===== src/rtl/ims_frame_reader.sv =====
// ims_frame_reader: raster address generator for a single-port image memory
// (registered read, 1-cycle latency) feeding a valid/ready pixel stream with
// sof/eol/eof markers. A 2-entry output buffer plus credit-based issue
// absorbs downstream backpressure.
// Optional macro IMS_LOOP_EN: frames repeat back to back until abort.
module ims_frame_reader #(
    parameter int                 DATA_W    = 32,
    parameter int                 ADDR_W    = 32,
    parameter int                 IMG_W     = 64,
    parameter int                 IMG_H     = 64,
    parameter logic [ADDR_W-1:0]  BASE_ADDR = '0
) (
    input  logic              clk,
    input  logic              rst,
    input  logic              start,
    input  logic              abort,
    output logic [ADDR_W-1:0] mem_address,
    input  logic [DATA_W-1:0] mem_data,
    output logic [DATA_W-1:0] m_data,
    output logic              m_valid,
    input  logic              m_ready,
    output logic              m_sof,
    output logic              m_eol,
    output logic              m_eof,
    output logic              busy,
    output logic              done
);
    localparam int CW = (IMG_W > 1) ? $clog2(IMG_W) : 1;
    localparam int RW = (IMG_H > 1) ? $clog2(IMG_H) : 1;
    localparam logic [CW-1:0] COL_LAST = CW'(IMG_W - 1);
    localparam logic [RW-1:0] ROW_LAST = RW'(IMG_H - 1);

    typedef enum logic [1:0] {IDLE, RUN, DRAIN} state_t;
    typedef struct packed {
        logic [DATA_W-1:0] data;
        logic              sof;
        logic              eol;
        logic              eof;
    } beat_t;

    state_t            state, state_nxt;
    logic [CW-1:0]     col;
    logic [RW-1:0]     row;
    logic [ADDR_W-1:0] lin, addr_q;
    logic              inflight, if_sof, if_eol, if_eof;
    beat_t             fifo0, fifo1, in_beat;
    logic [1:0]        occ, committed;
    logic              pop, issue, eol_now, last, done_nxt;

    assign pop       = (occ != 2'd0) && m_ready;
    assign eol_now   = (col == COL_LAST);
    assign last      = eol_now && (row == ROW_LAST);
    // Words that will occupy the buffer: what stays after this cycle's pop
    // plus the word returning from memory now. Counting the pop keeps
    // full throughput when downstream is always ready.
    assign committed = occ - {1'b0, pop} + {1'b0, inflight};
    assign in_beat   = '{data: mem_data, sof: if_sof, eol: if_eol, eof: if_eof};

    // Address goes out in the issuing cycle so start->first pixel is 2 cycles.
    assign mem_address = issue ? BASE_ADDR + lin : addr_q;

    assign m_valid = (occ != 2'd0);
    assign m_data  = fifo0.data;
    assign m_sof   = fifo0.sof;
    assign m_eol   = fifo0.eol;
    assign m_eof   = fifo0.eof;
    assign busy    = (state != IDLE);

    // State register.
    always_ff @(posedge clk) begin
        if (rst) state <= IDLE;
        else     state <= state_nxt;
    end

    // Next state, issue decision and done pulse.
    always_comb begin
        state_nxt = state;
        issue     = 1'b0;
        done_nxt  = 1'b0;
        case (state)
            IDLE: begin
                if (start && !abort) begin
                    issue = 1'b1;
`ifdef IMS_LOOP_EN
                    state_nxt = RUN;
`else
                    state_nxt = last ? DRAIN : RUN;
`endif
                end
            end
            RUN: begin
                if (abort) begin
                    state_nxt = IDLE;
                end else begin
                    issue = (committed < 2'd2);
`ifdef IMS_LOOP_EN
                    // Counters wrap on the last issue and the next frame
                    // streams immediately; done marks each accepted eof.
                    done_nxt = pop && fifo0.eof;
`else
                    if (issue && last) state_nxt = DRAIN;
`endif
                end
            end
            DRAIN: begin
                if (abort) begin
                    state_nxt = IDLE;
                end else if (!inflight && (occ == 2'd0 || (occ == 2'd1 && pop))) begin
                    state_nxt = IDLE;
                    done_nxt  = 1'b1;
                end
            end
            default: state_nxt = IDLE;
        endcase
    end

    // Raster counters, in-flight tracking and the 2-entry output buffer.
    always_ff @(posedge clk) begin
        if (rst) begin
            col      <= '0;
            row      <= '0;
            lin      <= '0;
            addr_q   <= BASE_ADDR;
            inflight <= 1'b0;
            if_sof   <= 1'b0;
            if_eol   <= 1'b0;
            if_eof   <= 1'b0;
            fifo0    <= '0;
            fifo1    <= '0;
            occ      <= 2'd0;
            done     <= 1'b0;
        end else begin
            done     <= done_nxt;
            inflight <= issue;
            if (issue) begin
                addr_q <= mem_address;
                if_sof <= (row == '0) && (col == '0);
                if_eol <= eol_now;
                if_eof <= last;
                if (last) begin
                    col <= '0;
                    row <= '0;
                    lin <= '0;
                end else begin
                    lin <= lin + ADDR_W'(1);
                    if (eol_now) begin
                        col <= '0;
                        row <= row + RW'(1);
                    end else begin
                        col <= col + CW'(1);
                    end
                end
            end
            case ({inflight, pop})
                2'b10: begin
                    if (occ == 2'd0) fifo0 <= in_beat;
                    else             fifo1 <= in_beat;
                    occ <= occ + 2'd1;
                end
                2'b01: begin
                    fifo0 <= fifo1;
                    occ   <= occ - 2'd1;
                end
                2'b11: begin
                    if (occ == 2'd1) begin
                        fifo0 <= in_beat;
                    end else begin
                        fifo0 <= fifo1;
                        fifo1 <= in_beat;
                    end
                end
                default: ;
            endcase
            // Abort drops buffered and returning words and rewinds the raster.
            if (abort && state != IDLE) begin
                occ      <= 2'd0;
                inflight <= 1'b0;
                col      <= '0;
                row      <= '0;
                lin      <= '0;
            end
        end
    end
endmodule


===== config.mk =====
export PLATFORM = sky130hd
export DESIGN_NAME = ims_frame_reader
export DESIGN_NICKNAME = d
export VERILOG_FILES = /design/src/rtl/ims_frame_reader.sv
export SDC_FILE = /design/constraint.sdc
export NUM_CORES = 1
export LEC_CHECK = 0
export CORE_MARGIN = 2
export CORE_UTILIZATION = 35
export CTS_CLUSTER_SIZE = 30
export DETAILED_ROUTE_END_ITERATION = 8
export GPL_ROUTABILITY_DRIVEN = 0
export PLACE_DENSITY = 0.63
export SLEW_MARGIN = 10
export SYNTH_ARGS = -nofsm -noshare
export SYNTH_HDL_FRONTEND = slang
export SYNTH_SLANG_ARGS = --single-unit

===== constraint.sdc =====
create_clock -name clk -period 4.1 [get_ports clk]
set_input_delay 0.82 -clock clk [delete_from_list [all_inputs] [get_ports clk]]
set_output_delay 0.82 -clock clk [all_outputs]
set_load 0.05 [all_outputs]

==> run_results.csv <==
group,metric,value,unit
sta,fin_crit_sh,0.961,
clock_tree,h-tree-depth,4,
critical_path,required,3.28,ns
critical_path,slowest_delay,0.48,ns
synthesis,yosysSeqAreaShare,0.463,
routing,drtPass1Iterations,4,
hold_path,min_to,"fifo1[5]",
sta,period_needed,3.94,ns
routing,totalWireLength,16100,microns
power,sequentialPowerShare,0.404,
finish,fillers,1841,
synthesis,ys_top_cells_by_area,"dfxtp_1 (46%), nand2_1 (6.0%), a21oi_1 (6.0%)",
finish,fin_nets,887,
critical_path,worstSetupEndpointType,"primary output",
finish,area_growth,26.8,%
sta,clock_skew,0.00687,ns
clock_tree,cts_made_buffers,17,
synthesis,syn_area,6700,sq um
synthesis,synth_top_area_share,0.463,
synthesis,syn_area_per_cell,8.89,sq um
clock_tree,worstSkewPairLatency,0.42,ns
critical_path,timing.reg2reg.setup_slack,1.08,ns
clock_tree,ctsLongestPathBuffers,2,
critical_path,reg2regPathDepth,10,
placed_design,dp_hpwl,10500,microns
routing,drc_errors,0,
sta,max_slew_margin,0.477,
power,ir_drop,0.311,mV
sta,rsz0062_at_grt,"false",
routing,postRouteAntennaNets,0,
clock_tree,cts_setup_buffers,0,
critical_path,crit_type,"input port to primary output",
finish,drive_above_1_share,0.143,
sta,worstMarginPinSlew,0.781,ns
finish,design_area,8490,sq um
routing,viasPerCell,5.12,
power,p_leak,3.17,nW
finish,fin_cells,1089,
critical_path,r2r_end,"col[4]",
critical_path,critical_path.slowest_cell,"clkdlybuf4s50_1",
floorplan,num_rows,50,
power,pwr_density_cell,482,nW/um^2
global_route,grt_max_degree,71,
placed_design,numPortBuffers,106,
sta,finalSetupViolations,0,
sta,max_freq,254,MHz
routing,via_count,5576,
critical_path,cp_cell_sequence,"clkdlybuf4s50_1, or3b_1, a211oi_1, o21ai_1, a31oi_4, buf_12, mux2_2, buf_4",
synthesis,yosys.area.top_type,"dfxtp_1",
routing,first_iter_violations,294,
floorplan,fp.dieArea,20300,sq um
run_status,status,"complete, no violations",
floorplan,ios,107,
clock_tree,ctsHoldBuffers,0,
finish,diodes,0,
critical_path,crit_path_start_kind,"input port",
floorplan,die_w,142,microns
sta,hold_violations,0,
power,switching_share,0.320,
placed_design,dpl_cell_area,7920,sq um
global_route,grt_first_pass_wirelength,26100,microns
clock_tree,cts_resized,0,
critical_path,crit_fanout,19,
run,maxCapViolations,0,
clock_tree,cts_root_buffer,"clkbuf_16",
hold_path,holdCritPathClass,"flop to flop",
sta,finalMaxSlewViolations,0,
routing,wl_per_cell,14.8,microns
floorplan,core,18800,sq um
hold_path,whs_path_depth,2,
global_route,overflow,0,
synthesis,yosysWarnings,0,
critical_path,cp.arrival,3.12,ns
hold_path,min_from,"fifo1[5]",
synthesis,syn_nets,798,
placed_design,place_inst,1057,
power,p_switching,1.31,mW
global_route,grt_usage,0.162,
finish,final_core_util,0.452,
synthesis,synth_cell_types,45,
floorplan,initial_core_util,0.357,
power,power_frac_clock,0.373,
clock_tree,clk_pin_slew,0.06,ns
synthesis,synth_cells,753,
power,p_int,2.78,mW
clock_tree,cts_tree,"built",
global_route,grt_pass1_vias,5068,
global_route,antenna_found_initial,0,
synthesis,ys_seq_elements,155,
floorplan,dieHeight,142,microns
critical_path,timing.rr.start,"occ[0]",
sta,setup-tns-final,0,ns
clock_tree,cts.sinks,155,
power,pwr-share-comb,0.222,
power groups by stage:
stage	Combinational, mW	Sequential, mW	Clock [mW]
after global placement	0.913	1.69	0
after global routing	0.981	1.67	1.64
after detailed placement	0.917	1.69	0
after CTS	0.921	1.66	1.57
final	0.910	1.65	1.53
after floorplan	0.383	1.92	0
critical path: cells and delay by family:
family          cells  cell delay [ns]
simple gates        1             0.34
mux                 1             0.36
compound gates      3             0.71
buf+inv             3             0.87
cells in the final DEF, fill, tap and decap left out, drive strengths merged, types with 18 or more instances in the layout:
master | Yosys | routed
nor2b | 33 | 33
dfxtp | 155 | 155
o31ai | 20 | 20
clkdlybuf4s50 | 0 | 73
clkbuf | 37 | 18
a211oi | 37 | 37
buf | 12 | 46
nand2 | 107 | 107
nor2 | 53 | 53
inv | 13 | 18
mux2 | 32 | 32
or4 | 20 | 20
nand3 | 20 | 20
mux2i | 36 | 36
a21oi | 80 | 80
kinds of logic after synthesis:
| kind of cell | share of synthesized area |
|---|---|
| AND/OR/NAND/NOR | 0.208 |
| AO/OA/AOI/OAI | 0.158 |
| flip-flops | 0.463 |
| multiplexers | 0.108 |
| buffers and inverters | 0.0387 |
| adder cells (fa/ha/maj) | 0.0149 |
| XOR/XNOR | 0.00916 |
area by class of cell:
class / instances / area (sq um) / share of cell area
well taps: 234 / 293 / 0.0345
inverters: 13 / 48.8 / 0.00575
repair buffers: 119 / 1110 / 0.131
multi-input cells: 536 / 3360 / 0.396
clock buffers: 18 / 439 / 0.0517
flip-flops and latches: 155 / 3100 / 0.365
clock inverters: 14 / 135 / 0.0159
stage by stage:
| stage | setup WS (ns) | hold WS, ns | power [mW] |
|---|---|---|---|
| after floorplan | 0.691 | 0.436 | 2.31 |
| after global placement | 0.129 | 0.441 | 2.60 |
| after detailed placement | 0.122 | 0.446 | 2.61 |
| after CTS | 0.114 | 0.455 | 4.15 |
| after global routing | 0.00777 | 0.472 | 4.29 |
| final | 0.159 | 0.452 | 4.09 |
synthesized netlist by cell type (all sizes together):
library cell / number
o21bai: 1
inv: 13
nand4: 8
o21ai: 17
or3: 12
and2b: 1
nor2b: 33
o211a: 1
a21o: 1
a211o: 1
nand4b: 1
and4: 3
a211oi: 37
and3: 11
o2bb2ai: 1
and2: 1
clkbuf: 37
nand2b: 1
or4: 20
nor4: 4
a21oi: 80
buf: 12
a31oi: 2
and3b: 2
nand2: 107
or3b: 2
o31ai: 20
a31o: 3
nand3: 20
ha: 8
o41ai: 1
mux2i: 36
dfxtp: 155
nor2: 53
or2: 3
or4b: 1
mux2: 32
o21ba: 1
xnor2: 7
a311oi: 4
flip-flops by register name, indices dropped and copies added, names as in the netlist:
name,flops
if_eol,1
state,2
if_eof,1
if_sof,1
occ,2
row,6
inflight,1
col,6
fifo1,35
m_data,32
addr_q,32
m_eof,1
lin,32
m_sof,1
m_eol,1
done,1
metal layers:
metal,part of all wire,GRT usage,up-vias,wire [microns]
li1,-,-,2864,-
met1,0.47,0.210,2584,7610
met2,0.44,0.250,109,7110
met3,0.073,0.0639,19,1170
met4,0.013,0.0474,0,214
met5,0,0,-,0
how the worst max path moves through the flow:
stage | start | end | slack, ns | cells after the start
6_report | m_ready | mem_address[29] | 0.16 | 8
5_1_grt | occ[0] | mem_address[18] | 0.008 | 9
4_1_cts | m_ready | mem_address[29] | 0.11 | 8
3_5_place_dp | m_ready | mem_address[29] | 0.12 | 8
3_3_place_gp | m_ready | mem_address[26] | 0.13 | 8
2_1_floorplan | m_ready | mem_address[10] | 0.69 | 6
No activity file was read; power rests on OpenSTA's default activity.
